==> src/rtl/alu_control.sv <==
// Registered MIPS ALU-control decoder for the execute stage.
// Maps ALUOp plus the R-type funct field to an ALU operation code.
module alu_control #(
  parameter logic [3:0] RESET_CON = 4'b0010
) (
  input  logic       clk,
  input  logic       reset,
  input  logic       en,
  input  logic [1:0] ALUOp,
  input  logic [5:0] funct,
  output logic [3:0] ALUCon,
  output logic       illegal,
  output logic       is_shift
);

  localparam logic [3:0] OP_AND  = 4'b0000;
  localparam logic [3:0] OP_OR   = 4'b0001;
  localparam logic [3:0] OP_ADD  = 4'b0010;
  localparam logic [3:0] OP_XOR  = 4'b0011;
  localparam logic [3:0] OP_NOR  = 4'b1100;
  localparam logic [3:0] OP_SUB  = 4'b0110;
  localparam logic [3:0] OP_SLT  = 4'b0111;
  localparam logic [3:0] OP_SLTU = 4'b1000;
  localparam logic [3:0] OP_SLL  = 4'b1001;
  localparam logic [3:0] OP_SRL  = 4'b1010;
  localparam logic [3:0] OP_SRA  = 4'b1011;

  logic [3:0] con_d;
  logic       ill_d;
  logic       sh_d;
  logic [3:0] rt_con;
  logic       rt_ill;
  logic       rt_sh;

  // R-type table; ALUOp[0] plays no part here
  always_comb begin
    rt_con = OP_ADD;
    rt_ill = 1'b0;
    rt_sh  = 1'b0;
    case (funct)
      6'b100000: rt_con = OP_ADD;
      6'b100001: rt_con = OP_ADD;
      6'b100010: rt_con = OP_SUB;
      6'b100011: rt_con = OP_SUB;
      6'b100100: rt_con = OP_AND;
      6'b100101: rt_con = OP_OR;
      6'b100110: rt_con = OP_XOR;
      6'b100111: rt_con = OP_NOR;
      6'b101010: rt_con = OP_SLT;
      6'b101011: rt_con = OP_SLTU;
      6'b000000: begin rt_con = OP_SLL; rt_sh = 1'b1; end
      6'b000010: begin rt_con = OP_SRL; rt_sh = 1'b1; end
      6'b000011: begin rt_con = OP_SRA; rt_sh = 1'b1; end
      6'b000100: begin rt_con = OP_SLL; rt_sh = 1'b1; end
      6'b000110: begin rt_con = OP_SRL; rt_sh = 1'b1; end
      6'b000111: begin rt_con = OP_SRA; rt_sh = 1'b1; end
      6'b001000: rt_con = OP_ADD;
      default:   rt_ill = 1'b1;
    endcase
  end

  always_comb begin
    con_d = OP_ADD;
    ill_d = 1'b0;
    sh_d  = 1'b0;
    unique case (1'b1)
      (ALUOp == 2'b00): con_d = OP_ADD;
      (ALUOp == 2'b01): con_d = OP_SUB;
      ALUOp[1]: begin
        con_d = rt_con;
        ill_d = rt_ill;
        sh_d  = rt_sh;
      end
      default: con_d = OP_ADD;
    endcase
  end

  always_ff @(posedge clk or posedge reset) begin
    if (reset) begin
      ALUCon   <= RESET_CON;
      illegal  <= 1'b0;
      is_shift <= 1'b0;
    end else if (en) begin
      ALUCon   <= con_d;
      illegal  <= ill_d;
      is_shift <= sh_d;
    end
  end

endmodule

==> config.mk <==
export PLATFORM = sky130hd
export DESIGN_NAME = alu_control
export DESIGN_NICKNAME = d
export VERILOG_FILES = /design/src/rtl/alu_control.sv
export SDC_FILE = /design/constraint.sdc
export NUM_CORES = 1
export LEC_CHECK = 0
export ABC_AREA = 1
export BUFFER_PORTS_ARGS = -buffer_cell sky130_fd_sc_hd__buf_2
export CORE_MARGIN = 2
export CORE_UTILIZATION = 35
export DETAILED_ROUTE_END_ITERATION = 8
export PLACE_DENSITY = 0.7
export SLEW_MARGIN = 30
export SYNTH_ARGS = -nofsm -noshare
export SYNTH_HDL_FRONTEND = slang
export SYNTH_SLANG_ARGS = --single-unit
==> constraint.sdc <==
create_clock -name clk -period 0.8 [get_ports clk]
set_input_delay 0.08 -clock clk [delete_from_list [all_inputs] [get_ports clk]]
set_output_delay 0.08 -clock clk [all_outputs]
set_load 0.02 [all_outputs]
Word level (Yosys, flattened, before mapping)
Index checks and enable logic that the tools add are counted.
{ "word_totals": {"inputBits": 11, "out_inout_bits": 6, "latchBits": 0, "mem_bits_rw": 0, "mem_count": 0, "rom_bits": 0, "regBits": 6, "wordCells": 33} }
{ "op_classes": {"bitwise": 0, "reduce_logical": 7, "n_shift": 0, "muxes": 6, "n_eq_ne": 17, "n_div": 0, "n_mul": 0, "order_cmp": 0, "n_addsub": 0} }
{ "ops": {"columns": ["cell", "count"], "rows": [
  ["6-bit equality test, second input constant", 10],
  ["4-bit one-hot mux with 10 select lines", 1],
  ["6-bit by 3-bit equality test with 1-bit output, second input constant", 3],
  ["17-bit OR reduction", 1],
  ["6-bit by 2-bit equality test with 1-bit output, second input constant", 2],
  ["4-bit one-hot mux with 2 select lines", 1],
  ["2-bit OR reduction", 4],
  ["6-bit by 4-bit equality test with 1-bit output, second input constant", 1],
  ["6-bit zero test", 1],
  ["6-bit OR reduction", 1],
  ["1-bit 2-to-1 mux", 4],
  ["2-bit by 1-bit equality test with 1-bit output, second input constant", 1]
]} }

Longest topological paths before layout
Gate-level depths: netlist of the first run.
{ "depth": {"ltp_word": 4, "depth_mapped": 9, "depth_no_buf": 9} }

Worst setup path before layout of the first run
OpenSTA, ideal clock, no wires.
{ "synth_path": {"path_kind": "reg2reg", "from": "register, netlist name is_shift", "to": "register is_shift", "setup_ns": 0.121, "path_stages_with_launch": 2, "period_less_slack_ns": 0.794, "arrival_ns": 0.673, "path_slack_ns": 0.006, "n_path_buf": 0, "required_ns": 0.679, "cell_sequence": "dfrtp_1 -> a22o_1"} }
{ "synth_rtl": {"columns": ["element", "line", "text"], "rows": [
  ["end signal: assignment", "82", "is_shift <= 1'b0;"],
  ["end signal: assignment", "86", "is_shift <= sh_d;"],
  ["end: declaration", "13", "output logic is_shift"]
]} }

Final worst setup path of the first run
{ "layout_path": {"from": "register ALUCon[1]", "to": "output ALUCon[1]"} }
{ "layout_rtl": {"columns": ["element", "line", "text"], "rows": [
  ["start: declaration", "11", "output logic [3:0] ALUCon,"],
  ["start signal: assignment", "84", "ALUCon <= con_d;"]
]} }
No word-level cell between the ends.

==> impl_metrics.toml, run 1 <==
[synth]
ys_seq_area_frac = 0.318
synth_top_cells_by_area = "dfrtp_1, nand2_1, nand3_1, nor2_1, inv_1"
synthesis.nets = 85
yosys_warnings = 0
synth_enable_flop_cells = 0
compound_gate_portion_of_the_synthesized_area = 0.0763
synth.distinct_cells = 17
synthDominantCellAreaShare = 0.263
synth_seq_cells = 6
dominantRegCellSynth = "dfrtp_1"
synth_xor_xnor_area_share = 0
postSynthCellCount = 74
synth_top_area_cell = "dfrtp_1"
syn_avg_cell_area_um2 = 6.43
arithmetic_cell_share_of_the_synthesized_area_counting_full_adders_half_adders_and_majority_gates = 0
yosys.area_share.simple = 0.526
ys_async_sr_fraction = 1.00
synth_top_family_by_area = "simple AND/OR/NAND/NOR gates"
synth.mux.area_fraction = 0
post_synth_instance_area_um2 = 475

[critical_path]
cells_along_the_critical_path = "buf_6"
worst_flop_to_flop_path_startpoint = "is_shift"
worstPathMaxFanout = 2
timing.reg2reg.worst_path_depth = 2
worst_r2r_endpoint = "is_shift"
worst-endpoint-required_ns = 0.72
crit_path_capture_type = "output pin"
startpoint_type = "flip-flop"
regToRegSetupSlack_ns = -0.02
worst_ep_arrival_time_ns = 0.91
cp_class = "reg -> out"
cpPeakStageDelay_ns = 0.54
timing.critical_path.buf_inv = 1
path_delay_family = "flip-flops"
critical_path.slowest_cell = "dfstp_2"

[route]
detail-route-antenna-nets = 0
first_pass_iters = 4
route.detailed.vias_per_inst = 4.92
post-route-drc-count = 0
detail_route.iter0.violations = 10
drt-total-wl_mm = 1.31
drt-wirelength-per-cell_um = 11.2
vias = 576

[hold_path]
worst_hold_path.endpoint = "ALUCon[1]"
whs_path_depth = 3
worstHoldStart = "en"
hold_path_class = "in -> reg"

[sta]
worst_slew_pin_slew_ns = 0.246
final-hold-violation-count = 0
setup_violations = 7
slew_viol_final = 0
finClkSkew_ns = 0
tns_ns = -0.581
timing.max_slew.rel_slack = 0.836
setup_repair_after_global_routing_missed_its_margin = "yes"
upper_clock_frequency_limit_mhz = 1010
postLayoutSetupSlackWorst_ns = -0.190
period_needed_ns = 0.990
finalCritPeriodShare = 1.24

[global_routing]
first_global_vias = 520
grt_overflow = 0
largest_net_degree_at_the_start_of_global_routing = 7
grt_first_pass_wirelength_mm = 1.96
groute.usage.overall = 0.181
initial_antenna_violation_count = 0

[place]
gp_congestion = 0.814
port_buffers = 16
post-place-cells = 110
dpl.hpwl_um = 986

[cts]
worst_setup_hold_path_clk_slew_ns = 0.05
ctsHtreeMaxLevel = 1
worst_skew_pair.late_latency_ns = 0.26
cts_tree = "built"
cts_buffer_depth = 2
ctsRootBufferMaster = "clkbuf_4"
total_number_of_clock_tree_sinks = 6
cts_buffers = 3

[pwr]
p_clk_frac = 0.352
power_switching_uw = 320
leak_uw = 0.000399
cell_internal_pwr_uw = 646
pwr-share-comb = 0.290
peakVddDrop_v = 0.000663
sw_frac_of_total = 0.331
finalPower_uw = 966
power.share.sequential = 0.358
powerDensity_nw_per_um2 = 1340

[die]
fp.dieH_um = 40.9
core_um2 = 1280
design.die.area_um2 = 1670
floorplan.initialDensity = 0.370
die_width_um = 40.9
fp-row-count = 13
number_of_primary_i_o_pins = 17

[cells_and_area]
antenna_cells = 0
instances_no_fill = 117
design.final.nets = 114
multiInputGateArea_um2 = 304
ff_latch_area_um2 = 151
drive_above_1_share = 0.402
syn2layout_area_growth_pct = 51.8
post-route-util = 0.562
layout.filler_cells = 127

[run]
cap_violations = 0

[status]
violated_checks = "negative setup slack"
status = "finished with violations"
synth_stat cells (2+ instances only):
cell     number
nand2_1      23
nand3_1      11
nor2_1       10
inv_1         8
dfrtp_1       5
nor2_2        3
a21oi_2       2
inv_2         2
nor2_4        2
cell type report:
| type | instances | area share |
|---|---|---|
| clock buffers | 4 | 0.0364 |
| inverters | 10 | 0.0520 |
| multi-input cells | 58 | 0.421 |
| flip-flops and latches | 6 | 0.210 |
| well taps | 15 | 0.0260 |
| repair buffers | 24 | 0.255 |
layout by cell type, fill, tap and decap left out, drive strengths merged:
cell / instances
nand4: 1
o21ai: 1
buf: 23
dfrtp: 5
a21oi: 3
dfstp: 1
nand3b: 1
a22o: 1
nor2: 15
dlygate4sd3: 1
clkbuf: 4
nand2: 24
inv: 10
nand3: 12
sequential cells by signal (all words and copies together) (netlist names):
name	flops
ALUCon	4
illegal	1
is_shift	1
worst max path at each step:
stage | end | depth (start not counted) | startpoint | slack [ns]
floorplan | is_shift | 1 | is_shift | 0.006
global placement | ALUCon[1] | 9 | funct[4] | -0.19
detailed placement | ALUCon[1] | 9 | funct[4] | -0.19
CTS | ALUCon[1] | 1 | ALUCon[1] | -0.18
global route | ALUCon[1] | 1 | ALUCon[1] | -0.21
finish | ALUCon[1] | 1 | ALUCon[1] | -0.19
stage by stage:
stage / setup WS, ns / hold slack [ns] / cell area (um^2)
6_report: -0.190 / 0.0722 / 722
5_1_grt: -0.208 / 0.0925 / 722
4_1_cts: -0.182 / 0.0736 / 693
3_5_place_dp: -0.191 / 0.00803 / 612
3_3_place_gp: -0.187 / -0.00404 / 612
2_1_floorplan: 0.00626 / -0.130 / 475
per-layer routing:
metal	vias to the layer above	part of all wire	wire, um	track usage
li1	288	-	-	-
met3	2	0.047	62	0.0652
met1	271	0.41	532	0.216
met4	0	0.0099	13	0.0417
met2	15	0.53	699	0.305
met5	-	0	0	0
cells by family after synthesis:
| family | Yosys count |
|---|---|
| AOI/OAI and AO/OA | 5 |
| buffers and inverters | 10 |
| DFF | 6 |
| and+or+nand+nor | 53 |
power groups by stage:
stage                     Combinational [uW]  Sequential (uW)  Clock, uW
after CTS                                261              346        333
after detailed placement                 230              345          0
after global routing                     311              348        367
after global placement                   225              344          0
final                                    280              346        340
after floorplan                          103              371          0
repair_timing:
item	4_1_cts	5_1_grt
resized for setup	12	6
pin swaps	1	0
hold buffers	1	0
hold endpoints to repair	6	0
cloned	0	0
buffers inserted	1	1
endpoints found under the setup margin	6	9
No activity file was read; power rests on OpenSTA's default activity.
==> run 2: changes to the inputs <==
--- a/config.mk
+++ b/config.mk
@@ -11,6 +11,7 @@
 export CORE_UTILIZATION = 35
 export DETAILED_ROUTE_END_ITERATION = 8
 export PLACE_DENSITY = 0.7
+export RECOVER_POWER = 100
 export SLEW_MARGIN = 30
 export SYNTH_ARGS = -nofsm -noshare
 export SYNTH_HDL_FRONTEND = slang
==> run 2 against run 1 <==
Effect of this change: routed wire length down 0.69%; fmax about the same; largest cell class unchanged; the flow still finishes with violations (negative setup slack); sequential power about the same; critical path depth unchanged; critical endpoint unchanged; clock-buffer cell count unchanged; final area down 0.69%; sequential share of layout area up 0.15 points; critical path type unchanged; highest routed layer unchanged; register-to-register slack about the same; cell count unchanged.
==> impl_metrics.toml, run 2 (same netlist as run 1, synthesis figures left out) <==
[die]
fp.dieH_um = 40.9
design.die.area_um2 = 1670
core_um2 = 1280
die_width_um = 40.9
fp-row-count = 13
floorplan.initialDensity = 0.370
number_of_primary_i_o_pins = 17

[route]
post-route-drc-count = 0
maxUsedRoutingLayer = "met4"
drt-wirelength-per-cell_um = 11.1
first_pass_iters = 4
detail-route-antenna-nets = 0
route.detailed.vias_per_inst = 5.03
detail_route.iter0.violations = 11
route.met2.wl_um = 693
drt-total-wl_mm = 1.30
wl_met1_um = 523
vias = 589
met3RoutedLength_um = 69

[cts]
worst_setup_hold_path_clk_slew_ns = 0.06
ctsHtreeMaxLevel = 1
worst_skew_pair.late_latency_ns = 0.26
cts_tree = "built"
cts_buffer_depth = 2
total_number_of_clock_tree_sinks = 6
cts_buffers = 3
ctsRootBufferMaster = "clkbuf_4"

[cells_and_area]
antenna_cells = 0
largestRegisters = "ALUCon (4), illegal (1), is_shift (1)"
design.final.nets = 114
post-route-util = 0.558
drive_above_1_share = 0.382
largest_reg_flops = 4
layout.filler_cells = 127
most_frequent_standard_cell_in_the_layout_excluding_fill_and_tap_cells = "nand2_1"
syn2layout_area_growth_pct = 50.8
multiInputGateArea_um2 = 299
instances_no_fill = 117
final_cell_mix = "nand2_1, nand3_1, nor2_1, buf_2, inv_1"
registers.top_by_ff_count = "ALUCon"
ff_latch_area_um2 = 151

[critical_path]
timing.critical_path.buf_inv = 1
crit_path_capture_type = "output pin"
startpoint_type = "flip-flop"
path_delay_family = "flip-flops"
cp_class = "reg -> out"
worst_ep_arrival_time_ns = 0.91
worst-endpoint-required_ns = 0.72
worstPathMaxFanout = 2
critical_path.slowest_cell = "dfstp_2"
cells_along_the_critical_path = "buf_6"
cpPeakStageDelay_ns = 0.54

[sta]
setup_violations = 7
slew_viol_final = 0
finalCritPeriodShare = 1.24
timing.max_slew.rel_slack = 0.820
postLayoutSetupSlackWorst_ns = -0.191
final-hold-violation-count = 0
setup_repair_after_global_routing_missed_its_margin = "yes"
holdWs_ns = 0.0733
worst_slew_pin_slew_ns = 0.270
finClkSkew_ns = 0
upper_clock_frequency_limit_mhz = 1010
period_needed_ns = 0.991

[place]
dpl.hpwl_um = 986
post-place-cells = 110
port_buffers = 16
dp_slack_ns = -0.191
gp_congestion = 0.814

[run]
cap_violations = 0

[pwr]
powerDensity_nw_per_um2 = 1350
leak_uw = 0.000398
peakVddDrop_v = 0.000669

[global_routing]
initial_antenna_violation_count = 0
groute.usage.overall = 0.181
grt_first_pass_wirelength_mm = 1.96
grt_overflow = 0
first_global_vias = 520
largest_net_degree_at_the_start_of_global_routing = 7

[hold_path]
hold_path_class = "in -> reg"

[status]
violated_checks = "negative setup slack"
status = "finished with violations"
==> run 2: cell type report <==
cell class              instances  area share
multi-input cells              58       0.417
inverters                      10      0.0524
flip-flops and latches          6       0.211
well taps                      15      0.0262
repair buffers                 24       0.257
clock buffers                   4      0.0366
==> run 2: routing by layer <==
layer  GRT usage  vias up
met4      0.0417        0
li1            -      289
met1       0.216      274
met2       0.305       24
met3      0.0652        2
met5           0        -
==> run 2: worst paths after layout <==
path | cells after the start | slack [ns] | from | end
min | 3 | 0.07 | en | ALUCon[1]
max in group asynchronous | 3 | 0.26 | reset | ALUCon[1]
max reg2reg | 2 | -0.02 | is_shift | is_shift
min reg2reg | 2 | 0.48 | ALUCon[1] | ALUCon[1]
min in group asynchronous | 3 | 0.28 | reset | ALUCon[3]
max | 1 | -0.19 | ALUCon[1] | ALUCon[1]
==> run 2: what timing repair did <==
item,4_1_cts,5_1_grt
gates resized for setup,12,6
pin swaps,1,0
hold endpoints to repair,6,0
endpoints found under the setup margin,6,9
setup buffers,1,1
hold buffers,1,0
==> run 2: power by group <==
| group | internal, uW | switching [uW] |
|---|---|---|
| sequential | 328 | 17.2 |
| combinational | 126 | 153 |
| clock | 192 | 151 |
| total | 646 | 321 |
==> run 2: through the flow <==
stage	TNS [ns]	cell area (um^2)	power [uW]
CTS	-0.536	693	940
detailed placement	-0.862	612	576
global route	-0.773	717	1020
global placement	-0.780	612	569
finish	-0.581	717	966
floorplan	0	475	473
==> run 3: changes to the inputs <==
--- a/config.mk
+++ b/config.mk
@@ -9,6 +9,7 @@
 export BUFFER_PORTS_ARGS = -buffer_cell sky130_fd_sc_hd__buf_2
 export CORE_MARGIN = 2
 export CORE_UTILIZATION = 35
+export CTS_BUF_LIST = sky130_fd_sc_hd__clkbuf_2 sky130_fd_sc_hd__clkbuf_4 sky130_fd_sc_hd__clkbuf_8
 export DETAILED_ROUTE_END_ITERATION = 8
 export PLACE_DENSITY = 0.7
 export RECOVER_POWER = 100
==> run 3 against run 2 <==
Effect of this change: the flow still finishes with violations (negative setup slack); critical path depth stayed put; non-clock buffer count stayed put; combinational power hardly changed; hold slack better by 0.013 ns; final area is 0.52% higher.
==> impl_metrics.toml, run 3 (same netlist as run 1, synthesis figures left out) <==
[die]
number_of_primary_i_o_pins = 17
fp-row-count = 13
floorplan.initialDensity = 0.370
die_width_um = 40.9
core_um2 = 1280
design.die.area_um2 = 1670
fp.dieH_um = 40.9

[status]
violated_checks = "negative setup slack"
status = "finished with violations"

[cells_and_area]
largestRegisters = "ALUCon (4), illegal (1), is_shift (1)"
most_frequent_standard_cell_in_the_layout_excluding_fill_and_tap_cells = "nand2_1"
ff_latch_area_um2 = 151
layout.filler_cells = 124
final_cell_mix = "nand2_1, nand3_1, nor2_1, buf_2, inv_1"
largest_reg_flops = 4
antenna_cells = 0
drive_above_1_share = 0.392
registers.top_by_ff_count = "ALUCon"
multiInputGateArea_um2 = 299
syn2layout_area_growth_pct = 51.6
design.final.nets = 114

[sta]
worst_slew_pin_slew_ns = 0.270
final-hold-violation-count = 0
period_needed_ns = 0.979
timing.max_slew.rel_slack = 0.820
slew_viol_final = 0
upper_clock_frequency_limit_mhz = 1020
finClkSkew_ns = 0
setup_violations = 7
finalCritPeriodShare = 1.22
postLayoutSetupSlackWorst_ns = -0.179
setup_repair_after_global_routing_missed_its_margin = "yes"

[route]
drt-total-wl_mm = 1.29
first_pass_iters = 4
post-route-drc-count = 0
detail-route-antenna-nets = 0
drt-wirelength-per-cell_um = 11.0
detail_route.iter0.violations = 15
vias = 581
route.detailed.vias_per_inst = 4.97

[critical_path]
critical_path.slowest_cell = "dfstp_2"
cp_class = "reg -> out"
worst-endpoint-required_ns = 0.72
cpPeakStageDelay_ns = 0.54
path_delay_family = "flip-flops"
worst_ep_arrival_time_ns = 0.90
crit_path_capture_type = "output pin"
regToRegSetupSlack_ns = -0.02
cells_along_the_critical_path = "buf_6"
timing.critical_path.buf_inv = 1
startpoint_type = "flip-flop"
worstPathMaxFanout = 2

[place]
dpl.hpwl_um = 986
dp_slack_ns = -0.191
gp_congestion = 0.814
port_buffers = 16

[global_routing]
largest_net_degree_at_the_start_of_global_routing = 7
first_global_vias = 520
grt_overflow = 0
initial_antenna_violation_count = 0
groute.usage.overall = 0.178
grt_first_pass_wirelength_mm = 1.94

[run]
cap_violations = 0

[cts]
ctsHtreeMaxLevel = 1
cts_tree = "built"
cts_buffer_depth = 2
ctsRootBufferMaster = "clkbuf_4"
cts_buffers = 3
worst_setup_hold_path_clk_slew_ns = 0.05
worst_skew_pair.late_latency_ns = 0.25
total_number_of_clock_tree_sinks = 6

[pwr]
leak_uw = 0.000402
finalPower_uw = 985
powerDensity_nw_per_um2 = 1370
peakVddDrop_v = 0.000650

[hold_path]
hold_path_class = "in -> reg"
run 3: cell counts in the layout (fill, tap and decap cells not counted):
No cell type changed its count.
run 3: path summary, 6_finish.rpt:
path,endpoint,cells past startpoint,startpoint
worst max-delay path,ALUCon[1],1,ALUCon[1]
worst min-delay path,ALUCon[1],3,en
worst max register to register,is_shift,2,is_shift
worst min register to register,ALUCon[1],2,ALUCon[1]
max in group asynchronous,ALUCon[1],3,reset
min in group asynchronous,ALUCon[3],3,reset
run 3: what timing repair did:
action                     in CTS  in global routing
setup buffers                   1                  1
hold endpoints to repair        6                  0
resized for setup              12                  6
setup endpoints to repair       6                  9
hold buffers                    1                  0
pin swaps                       1                  0
run 3: power breakdown:
| part | leakage, uW | internal (uW) | switching, uW | total [uW] |
|---|---|---|---|---|
| clock | 0.0000184 | 225 | 137 | 362 |
| sequential | 0.0000763 | 329 | 17.0 | 346 |
| combinational | 0.000307 | 126 | 153 | 278 |
run 3: layout make-up:
| cell class | instances | share of cell area |
|---|---|---|
| Inverter | 10 | 0.0521 |
| Clock buffer | 4 | 0.0417 |
| Tap cell | 15 | 0.0260 |
| Multi-Input combinational cell | 58 | 0.415 |
| Timing Repair Buffer | 24 | 0.255 |
| Sequential cell | 6 | 0.210 |
run 3: metrics by stage:
step                       util  hold slack [ns]  instances  area [um^2]  setup TNS [ns]
after floorplan               -           -0.130         74          475               0
after global placement    0.476         -0.00404        110          612          -0.780
after detailed placement  0.476          0.00803        110          612          -0.862
after CTS                 0.542           0.0751        116          697          -0.531
after global routing      0.561           0.0961        117          721          -0.763
final                     0.561           0.0859        117          721          -0.523
run 3: metal layers:
metal	GRT usage	wire [um]	vias up
met2	0.301	671	23
met3	0.0652	54	2
li1	-	-	290
met1	0.216	546	266
met5	0	0	-
met4	0.0250	14	0
run 3: worst min-delay path, stage by stage:
cell     delay, ns
buf_2         0.14
nand2_1       0.07
nand2_1       0.04
